--- src/rtl/bcd_serial_add_ctrl_pkg.sv ---
// Shared definitions for the serial BCD add/subtract datapath.
package bcd_pkg;

   localparam logic [3:0] BCD_MAX = 4'd9;
   localparam logic [3:0] BCD_ADJ = 4'd6;

   typedef enum logic [1:0] {
      IDLE,
      RUN,
      DONE
   } state_e;

   // Nines complement of one digit, wrapping modulo 16 for illegal digits.
   function automatic logic [3:0] nines_comp(input logic [3:0] digit);
      return BCD_MAX - digit;
   endfunction

endpackage

--- src/rtl/bcd_serial_add_ctrl_if.sv ---
// Operand/result bundle between the operand registers, the sequencer and the result register.
interface bcd_serial_add_ctrl_if #(
   parameter int NDIG = 4
);
   logic                start;
   logic                sub;
   logic [4*NDIG-1:0]   a;
   logic [4*NDIG-1:0]   b;
   logic                cin;
   logic                busy;
   logic                done;
   logic [4*NDIG-1:0]   sum;
   logic                cout;
   logic                invalid;

   modport master (
      output start, sub, a, b, cin,
      input  busy, done, sum, cout, invalid
   );

   modport slave (
      input  start, sub, a, b, cin,
      output busy, done, sum, cout, invalid
   );
endinterface

--- src/rtl/bcd_serial_add_ctrl_digit_add.sv ---
// One-digit BCD adder with decimal adjust; shared by every digit position.
module bcd_digit_add
   import bcd_pkg::*;
(
   input  logic [3:0] a,
   input  logic [3:0] b,
   input  logic       c,
   output logic [3:0] s,
   output logic       carry
);

   logic [4:0] w;

   always_comb begin
      w     = {1'b0, a} + {1'b0, b} + {4'b0000, c};
      s     = w[3:0];
      carry = 1'b0;
      if (w > {1'b0, BCD_MAX}) begin
         // Low nibble of (w + 6); the 4-bit add wraps exactly like mod 16.
         s     = w[3:0] + BCD_ADJ;
         carry = 1'b1;
      end
   end

endmodule

--- src/rtl/bcd_serial_add_ctrl.sv ---
// Digit-serial BCD add/subtract sequencer: one digit pair per clock, LSD first.
module bcd_serial_add_ctrl
   import bcd_pkg::*;
#(
   parameter  int NDIG = 4,
   localparam int IDXW = $clog2(NDIG) + 1
) (
   input  logic clk,
   input  logic rst,
   bcd_serial_add_ctrl_if.slave bus
);

   state_e             state_q;
   logic [IDXW-1:0]    idx_q;
   logic [4*NDIG-1:0]  a_q;
   logic [4*NDIG-1:0]  b_q;
   logic               sub_q;
   logic               carry_q;
   logic [4*NDIG-1:0]  sum_q;
   logic               cout_q;
   logic               inv_q;
   logic               busy_q;
   logic               done_q;

   logic [3:0]         a_dig;
   logic [3:0]         b_raw;
   logic [3:0]         b_eff;
   logic [3:0]         sum_d;
   logic               carry_d;
   logic               bad_d;

   // Operand registers shift right so the digit in play is always in [3:0].
   always_comb begin
      a_dig = a_q[3:0];
      b_raw = b_q[3:0];
      b_eff = sub_q ? nines_comp(b_raw) : b_raw;
      bad_d = (a_dig > BCD_MAX) | (b_raw > BCD_MAX);
   end

   bcd_digit_add u_digit (
      .a     (a_dig),
      .b     (b_eff),
      .c     (carry_q),
      .s     (sum_d),
      .carry (carry_d)
   );

   always_ff @(posedge clk) begin
      if (rst) begin
         state_q <= IDLE;
         idx_q   <= '0;
         a_q     <= '0;
         b_q     <= '0;
         sub_q   <= 1'b0;
         carry_q <= 1'b0;
         sum_q   <= '0;
         cout_q  <= 1'b0;
         inv_q   <= 1'b0;
         busy_q  <= 1'b0;
         done_q  <= 1'b0;
      end else begin
         done_q <= 1'b0;
         case (state_q)
            IDLE: begin
               if (bus.start) begin
                  a_q     <= bus.a;
                  b_q     <= bus.b;
                  sub_q   <= bus.sub;
                  carry_q <= bus.sub ? 1'b1 : bus.cin;
                  idx_q   <= '0;
                  inv_q   <= 1'b0;
                  sum_q   <= '0;
                  busy_q  <= 1'b1;
                  state_q <= RUN;
               end
            end
            RUN: begin
               for (int unsigned i = 0; i < NDIG; i++) begin
                  if (idx_q == IDXW'(i)) sum_q[i*4 +: 4] <= sum_d;
               end
               carry_q <= carry_d;
               inv_q   <= inv_q | bad_d;
               a_q     <= a_q >> 4;
               b_q     <= b_q >> 4;
               idx_q   <= idx_q + IDXW'(1);
               if (idx_q == IDXW'(NDIG - 1)) begin
                  busy_q  <= 1'b0;
                  done_q  <= 1'b1;
                  cout_q  <= carry_d;
                  state_q <= DONE;
               end
            end
            DONE: begin
               state_q <= IDLE;
            end
            default: begin
               state_q <= IDLE;
            end
         endcase
      end
   end

   assign bus.busy    = busy_q;
   assign bus.done    = done_q;
   assign bus.sum     = sum_q;
   assign bus.cout    = cout_q;
   assign bus.invalid = inv_q;

endmodule

--- src/flat_wrapper.sv ---
// flat-port wrapper written by rule: the top's interface ports become plain ports
module bcd_serial_add_ctrl_flat import bcd_pkg::*;
#(
   parameter  int NDIG = 4,
   localparam int IDXW = $clog2(NDIG) + 1
)
  (clk, rst, bus_start, bus_sub, bus_a, bus_b, bus_cin, bus_busy, bus_done, bus_sum, bus_cout, bus_invalid);
  bcd_serial_add_ctrl_if #(.NDIG(NDIG)) bus_i ();
  input  logic clk;
  input  logic rst;
  input wire logic [$bits(bus_i.start)-1:0] bus_start;
  input wire logic [$bits(bus_i.sub)-1:0] bus_sub;
  input wire logic [$bits(bus_i.a)-1:0] bus_a;
  input wire logic [$bits(bus_i.b)-1:0] bus_b;
  input wire logic [$bits(bus_i.cin)-1:0] bus_cin;
  output wire logic [$bits(bus_i.busy)-1:0] bus_busy;
  output wire logic [$bits(bus_i.done)-1:0] bus_done;
  output wire logic [$bits(bus_i.sum)-1:0] bus_sum;
  output wire logic [$bits(bus_i.cout)-1:0] bus_cout;
  output wire logic [$bits(bus_i.invalid)-1:0] bus_invalid;
  assign bus_i.start = bus_start;
  assign bus_i.sub = bus_sub;
  assign bus_i.a = bus_a;
  assign bus_i.b = bus_b;
  assign bus_i.cin = bus_cin;
  assign bus_busy = bus_i.busy;
  assign bus_done = bus_i.done;
  assign bus_sum = bus_i.sum;
  assign bus_cout = bus_i.cout;
  assign bus_invalid = bus_i.invalid;
  bcd_serial_add_ctrl #(.NDIG(NDIG)) u_core (.clk(clk), .rst(rst), .bus(bus_i));
endmodule
--- config.mk ---
export PLATFORM = sky130hd
export DESIGN_NAME = bcd_serial_add_ctrl_flat
export DESIGN_NICKNAME = d
export VERILOG_FILES = /design/src/rtl/bcd_serial_add_ctrl_pkg.sv /design/src/rtl/bcd_serial_add_ctrl_if.sv /design/src/rtl/bcd_serial_add_ctrl_digit_add.sv /design/src/rtl/bcd_serial_add_ctrl.sv /design/src/flat_wrapper.sv
export SDC_FILE = /design/constraint.sdc
export NUM_CORES = 1
export LEC_CHECK = 0
export ABC_CLOCK_PERIOD_IN_PS = 6370
export BUFFER_PORTS_ARGS = -buffer_cell sky130_fd_sc_hd__buf_4
export CORE_MARGIN = 5
export CORE_UTILIZATION = 58
export CTS_CLUSTER_SIZE = 25
export DETAILED_ROUTE_END_ITERATION = 8
export PLACE_DENSITY = 0.8
export SLEW_MARGIN = 20
export SYNTH_ARGS = -nofsm -noshare
export SYNTH_HDL_FRONTEND = slang
export SYNTH_SLANG_ARGS = --single-unit
--- constraint.sdc ---
create_clock -name clk -period 6.37 [get_ports clk]
set_clock_uncertainty 0.15 [all_clocks]
set_input_delay 0.3185 -clock clk [delete_from_list [all_inputs] [get_ports clk]]
set_output_delay 0.3185 -clock clk [all_outputs]
set_load 0.02 [all_outputs]
After elaboration in Yosys (flattened, before gate mapping):

Index checks and enable logic that the tools add are counted.

* eq/ne operators: 9
* reductions and logical operators: 12
* $add $sub $neg: 5
* muxes and demuxes: 27
* bitwise gates (word level): 3
* order comparisons: 3

Operators by type and width (count)
* $pmux W16 S2: 3
* $mux W16: 3
* $mux W4: 6
* $reduce_and A3 Y1: 4
* $gt A4 B4 Y1 const B: 2
* $ne A2 B1 Y1 const B: 4
* $reduce_and A2 Y1: 4
* $mux W1: 7
* $eq A3 B2 Y1 const B: 2
* $pmux W1 S2: 3
* $pmux W3 S2: 1
* $add A4 B4 Y5: 1
* $add A5 B1 Y5: 1
* $gt A5 B4 Y1 const B: 1
* $add A4 B3 Y4 const B: 1
* $mux W2: 2
* $pmux W2 S2: 1
* $sub A4 B4 Y4 const A: 1
* $add A3 B1 Y3 const B: 1
* $eq A3 B1 Y1 const B: 1
* $logic_not A3 Y1: 1
* $mux W3: 1
* $eq A2 B1 Y1 const B: 1
* $logic_not A2 Y1: 1
* 5 further kinds: 6

* output and inout bits: 20
* logic and storage cells: 73
* input bits: 37
* register bits after elaboration: 59

Logic depth before layout (Yosys ltp):

* word-level depth: 8
* mapped depth: 11
* gate-level depth less buffers: 11

Hierarchy:

Synthesis repeated with hierarchy kept, for this count alone.

* cell total of the unflattened synthesis: 283
* area total of the unflattened synthesis: 2796.4 sq um

Modules (own cells, without submodules)
* bcd_serial_add_ctrl: instances 1, cells an instance 261, area each 2585.0 sq um
* bcd_digit_add: instances 1, cells an instance 22, area each 211.5 sq um

Worst setup path before layout:

OpenSTA, ideal clock, no wires.

* path kind: flip-flop to flip-flop
* start point: register u_core.b_q[1]
* end point: register u_core.sum_q[14], in the netlist u_core.bus.sum[14]
* buffers on the path: 0
* slack: 3.636 ns
* cell stages (with the launch flop): 11
* data arrival time: 2.510 ns
* data required time: 6.146 ns
* library setup time: 0.074 ns
* period minus slack after synthesis: 2.734 ns
* path through: dfxtp_1 -> inv_1 -> ha_1 -> nand2_1 -> o21ai_0 -> ha_1 -> and3b_4 -> or3_4 -> a41oi_2 -> mux2_2 -> o21ai_0

* word-level cells in the longest chain between the ends: 8
* elaborated cells between the ends (all ways): 9
* those cells by class: add/sub: 4; order compare: 1; mux: 4

Ends and longest elaborated chain
* start, declared: RTL line bcd_serial_add_ctrl.sv:16 `logic [4*NDIG-1:0] b_q;`
* start signal, assigned: RTL line bcd_serial_add_ctrl.sv:67 `b_q <= bus.b;`
* start signal, assigned: RTL line bcd_serial_add_ctrl.sv:84 `b_q <= b_q >> 4;`
* $sub A4 B4 Y4: RTL line bcd_serial_add_ctrl_pkg.sv:15 `return BCD_MAX - digit;`
* $mux W4 (*): RTL line bcd_serial_add_ctrl.sv:36 `b_eff = sub_q ? nines_comp(b_raw) : b_raw;`
* $add A4 B4 Y5 (*): RTL line bcd_serial_add_ctrl_digit_add.sv:15 `w = {1'b0, a} + {1'b0, b} + {4'b0000, c};`
* $add A5 B1 Y5 (*): RTL line bcd_serial_add_ctrl_digit_add.sv:15
* $add A4 B3 Y4 / $gt A5 B4 Y1 (equally long branches): RTL line bcd_serial_add_ctrl_digit_add.sv:20, bcd_serial_add_ctrl_digit_add.sv:18
* $mux W4 (*): RTL line bcd_serial_add_ctrl_digit_add.sv:18 `if (w > {1'b0, BCD_MAX}) begin`
* $mux W4 (*): RTL line bcd_serial_add_ctrl.sv:79 `if (idx_q == IDXW'(i)) sum_q[i*4 +: 4] <= sum_d;`
* $pmux W16 S2 (*): RTL line bcd_serial_add_ctrl.sv:63 `case (state_q)`
* end signal, assigned by index: RTL line bcd_serial_add_ctrl.sv:79
* end, declared: RTL line bcd_serial_add_ctrl.sv:19 `logic [4*NDIG-1:0] sum_q;`

Mark *: on every way between the ends. The rest lies on a longest branch, timed or not. The select of a mux whose other input is x is not followed.
A chain may end at the register's enable or synchronous reset.

Final worst setup path:

* start point: register u_core.sub_q
* end point: register u_core.sum_q[14], in the netlist u_core.bus.sum[14]

* word-level cells in the longest chain between the ends: 7
* elaborated cells between the ends (all ways): 8
* those cells by class: add/sub: 3; order compare: 1; mux: 4

Ends and longest elaborated chain
* start, declared: RTL line bcd_serial_add_ctrl.sv:17 `logic sub_q;`
* start signal, assigned: RTL line bcd_serial_add_ctrl.sv:68 `sub_q <= bus.sub;`
* $mux W4 (*): RTL line bcd_serial_add_ctrl.sv:36
* $add A4 B4 Y5 (*): RTL line bcd_serial_add_ctrl_digit_add.sv:15
* $add A5 B1 Y5 (*): RTL line bcd_serial_add_ctrl_digit_add.sv:15
* $add A4 B3 Y4 / $gt A5 B4 Y1 (equally long branches): RTL line bcd_serial_add_ctrl_digit_add.sv:20, bcd_serial_add_ctrl_digit_add.sv:18
* $mux W4 (*): RTL line bcd_serial_add_ctrl_digit_add.sv:18
* $mux W4 (*): RTL line bcd_serial_add_ctrl.sv:79
* $pmux W16 S2 (*): RTL line bcd_serial_add_ctrl.sv:63

Marks and branches as above.

==> reports/qor.csv <==
stage,metric,value,unit
placement,dp_hpwl,4.48,mm
cts,clock_path_buffers,2,
critical_path,timing.rr.start,u_core.sub_q$_SDFFE_PP0P_,
cells_and_area,diodes,0,
yosys,ys.flop_type,dfxtp_1,
floorplan,fp.dieW,77.2,um
critical_path,start_kind,flop,
grt,grt_max_degree,59,
job,max-cap-violations,0,
timing,hold_viol,0,
timing,slew_violations,0,
critical_path,endpoint_kind,flop,
yosys,yosysSeqAreaShare,0.450,
yosys,synth_edf_count,0,
timing,period_minus_slack,3.08,ns
critical_path,r2r_setup_slack,3.29,ns
yosys,netlist_instances,323,
yosys,yosys.cell_types.count,37,
route,drtAntennaViolNets,0,
cells_and_area,nets,425,
critical_path,cp.required,6.48,ns
floorplan,die_y,77.2,um
timing,tightest_slew,0.664,ns
power,ir_drop,0.000192,V
placement,place_ws,3.36,ns
route,vias,2481,
grt,grt_pass1_vias,2389,
cts,insertion_delay,0.34,ns
placement,dp.cells,417,
cts,cts_hold_buf,0,
cts,cts_resized,0,
cts,cts_buffers,9,
yosys,syn-num-nets,372,
yosys,avgSynthCellArea,8.12,um2
yosys,ys_async_sr_fraction,0,
yosys,synth_compound_area_frac,0.138,
yosys,yosysTopAreaCell,dfxtp_1,
timing,whs,0.0742,ns
cts,cts.sink_count,59,
yosys,ys.warnings.count,0,
critical_path,cp_max_fo,8,
route,drcViolationCount,0,
cts,clkTransAtPathRegs,0.07,ns
cells_and_area,area_delta_synth_final,25.3,%
worst_hold_path,hp-class,in2reg,
timing,timing.final.crit_share,0.484,
floorplan,io_pins,57,
yosys,synth_mux_area_frac,0.00429,
timing,rsz0062_at_grt,false,
grt,grt_first_pass_wirelength,11.2,mm
timing,setup_viol,0,
power,p_per_area,304,nW/um2
worst_hold_path,hold_depth,3,
yosys,netlist_top_cells_area,"dfxtp_1, nor2_1, nor4_1, ha_1, nand2_1",
cells_and_area,stdcell_count,433,
route,detail_route.wl_per_cell,15.2,um
cts,htree_levels,3,
timing,tns,0,ns
cells_and_area,drive_gt1_frac,0.215,
placement,gp_congestion,0.811,
yosys,syn_area,2620,um2
grt,grt_usage,0.229,
yosys,synth_top_area_frac,0.450,
critical_path,r2r_cells,10,
cts,clockRootBuffer,clkbuf_8,
grt,antenna_found_initial,0,
floorplan,rows,24,
floorplan,core_area,4380,um2
timing,layout_setup_ws,3.29,ns
worst_hold_path,hp-start,bus_b[12],
outcome,run_status,finished clean,
timing,max_freq,325,MHz
yosys,synthAdderAreaFrac,0.0630,
critical_path,arrival,3.19,ns
timing,max_slew_margin,0.556,
route,vias_per_cell,5.73,
yosys,synthXorXnorAreaFrac,0.0100,
route,firstDrtPassIters,5,
critical_path,r2r_end,u_core.bus.sum[14]$_SDFFE_PP0P_,
route,drt_iter0_drc,192,
floorplan,die_area,5970,um2
cells_and_area,multi_input_area,1310,um2
yosys,synth_common_cells,"nor2_1, dfxtp_1, nand2_1",
yosys,yosysMostFrequentCell,nor2_1,
cells_and_area,fill_cells,329,
floorplan,start_util,0.598,
worst_hold_path,min_to,u_core.b_q[12]$_SDFFE_PP0P_,
cts,post_cts_buffers,0,
cts,cts_tree,yes,
critical_path,critPathKind,reg2reg,
yosys,yosys.area_share.simple,0.286,
power,p_leak,1.44,nW
yosys,synth_top_family_by_area,simple AND/OR/NAND/NOR gates,
grt,gr-total-overflow,0,
yosys,ys_ff_latch,59,
placement,io_buffers,56,
cells_and_area,finish.utilization,0.749,
cells_and_area,register_area,1180,um2
route,routed_wl,6.60,mm
==> routing by layer <==
metal,vias up,global-route usage,share of wire
met1,1155,0.309,0.44
li1,1222,-,-
met5,-,0,0
met2,94,0.348,0.48
met3,10,0.0527,0.070
met4,0,0.103,0.013
==> layout make-up <==
| cell class | instances | share of cell area |
|---|---|---|
| clock buffers | 12 | 0.0442 |
| clock inverters | 4 | 0.0225 |
| inverters | 17 | 0.0194 |
| multi-input cells | 230 | 0.400 |
| flip-flops and latches | 59 | 0.359 |
| well taps | 52 | 0.0198 |
| repair buffers | 59 | 0.135 |
==> state kept, by name, summed over array words and instances, names as in the netlist <==
| register | flops |
|---|---|
| u_core.bus.sum | 16 |
| u_core.bus.cout | 1 |
| u_core.state_q | 2 |
| u_core.bus.done | 1 |
| u_core.sub_q | 1 |
| u_core.idx_q | 3 |
| u_core.bus.invalid | 1 |
| u_core.bus.busy | 1 |
| u_core.carry_q | 1 |
| u_core.b_q | 16 |
| u_core.a_q | 16 |
==> cells by family (layout without fill, tap and decap cells) <==
family	count (synthesis)	after routing
AO/OA/AOI/OAI	52	52
XOR/XNOR	3	3
adder cells (fa/ha/maj)	12	12
buffers and inverters	34	92
flip-flops	59	59
multiplexers	1	1
AND/OR/NAND/NOR	162	162
==> worst max path at each step <==
stage | start | endpoint | slack (ns) | cells after the start
after floorplan | u_core.b_q[1]$_SDFFE_PP0P_ | u_core.bus.sum[14]$_SDFFE_PP0P_ | 3.64 | 10
after global placement | u_core.sub_q$_SDFFE_PP0P_ | u_core.bus.sum[14]$_SDFFE_PP0P_ | 3.49 | 10
after detailed placement | u_core.sub_q$_SDFFE_PP0P_ | u_core.bus.sum[14]$_SDFFE_PP0P_ | 3.36 | 10
after CTS | u_core.sub_q$_SDFFE_PP0P_ | u_core.bus.sum[14]$_SDFFE_PP0P_ | 3.32 | 10
after global routing | u_core.b_q[1]$_SDFFE_PP0P_ | u_core.bus.sum[6]$_SDFFE_PP0P_ | 3.12 | 11
final | u_core.sub_q$_SDFFE_PP0P_ | u_core.bus.sum[14]$_SDFFE_PP0P_ | 3.29 | 10
==> report_power, final <==
| part | internal [mW] | total [mW] | switching (mW) | leakage, nW |
|---|---|---|---|---|
| clock network | 0.231 | 0.380 | 0.149 | 0.111 |
| logic | 0.0852 | 0.205 | 0.119 | 0.848 |
| registers | 0.396 | 0.413 | 0.0172 | 0.484 |
==> layout by cell type (no fill, tap or decap), types with 2 or more instances in the layout <==
| cell | synthesis | layout |
|---|---|---|
| nand4b_1 | 2 | 2 |
| or3_1 | 4 | 4 |
| dfxtp_1 | 59 | 59 |
| or4b_1 | 2 | 2 |
| buf_4 | 0 | 59 |
| o32ai_1 | 6 | 6 |
| nor2_1 | 91 | 91 |
| nand2_1 | 22 | 22 |
| nor4_1 | 21 | 21 |
| a211oi_1 | 3 | 3 |
| a31oi_1 | 5 | 5 |
| ha_1 | 10 | 10 |
| bufinv_16 | 0 | 2 |
| and2_1 | 2 | 2 |
| nand2b_1 | 3 | 3 |
| a22oi_1 | 9 | 9 |
| clkbuf_1 | 16 | 2 |
| nand3_1 | 8 | 8 |
| a21oi_1 | 12 | 12 |
| a21o_2 | 2 | 2 |
| a2111oi_0 | 3 | 3 |
| inv_1 | 17 | 17 |
| o21ai_0 | 7 | 7 |
| xnor2_1 | 3 | 3 |
| fa_1 | 2 | 2 |
| clkbuf_8 | 0 | 10 |
==> per-stage QoR <==
stage / cell area, um2 / total power, mW
after floorplan: 2620 / 0.556
after global placement: 3070 / 0.613
after detailed placement: 3070 / 0.619
after CTS: 3290 / 0.998
after global routing: 3290 / 1.05
final: 3290 / 0.998
==> worst max-delay path: stages, from the launching register on <==
cell	delay (ns)
dfxtp_1	0.40
xnor2_1	0.10
fa_1	0.39
inv_1	0.09
fa_1	0.50
inv_1	0.15
ha_1	0.20
nand2_1	0.11
a41oi_2	0.33
mux2_2	0.42
o21ai_0	0.16
Note: power is estimated with default switching activity, not from simulation.
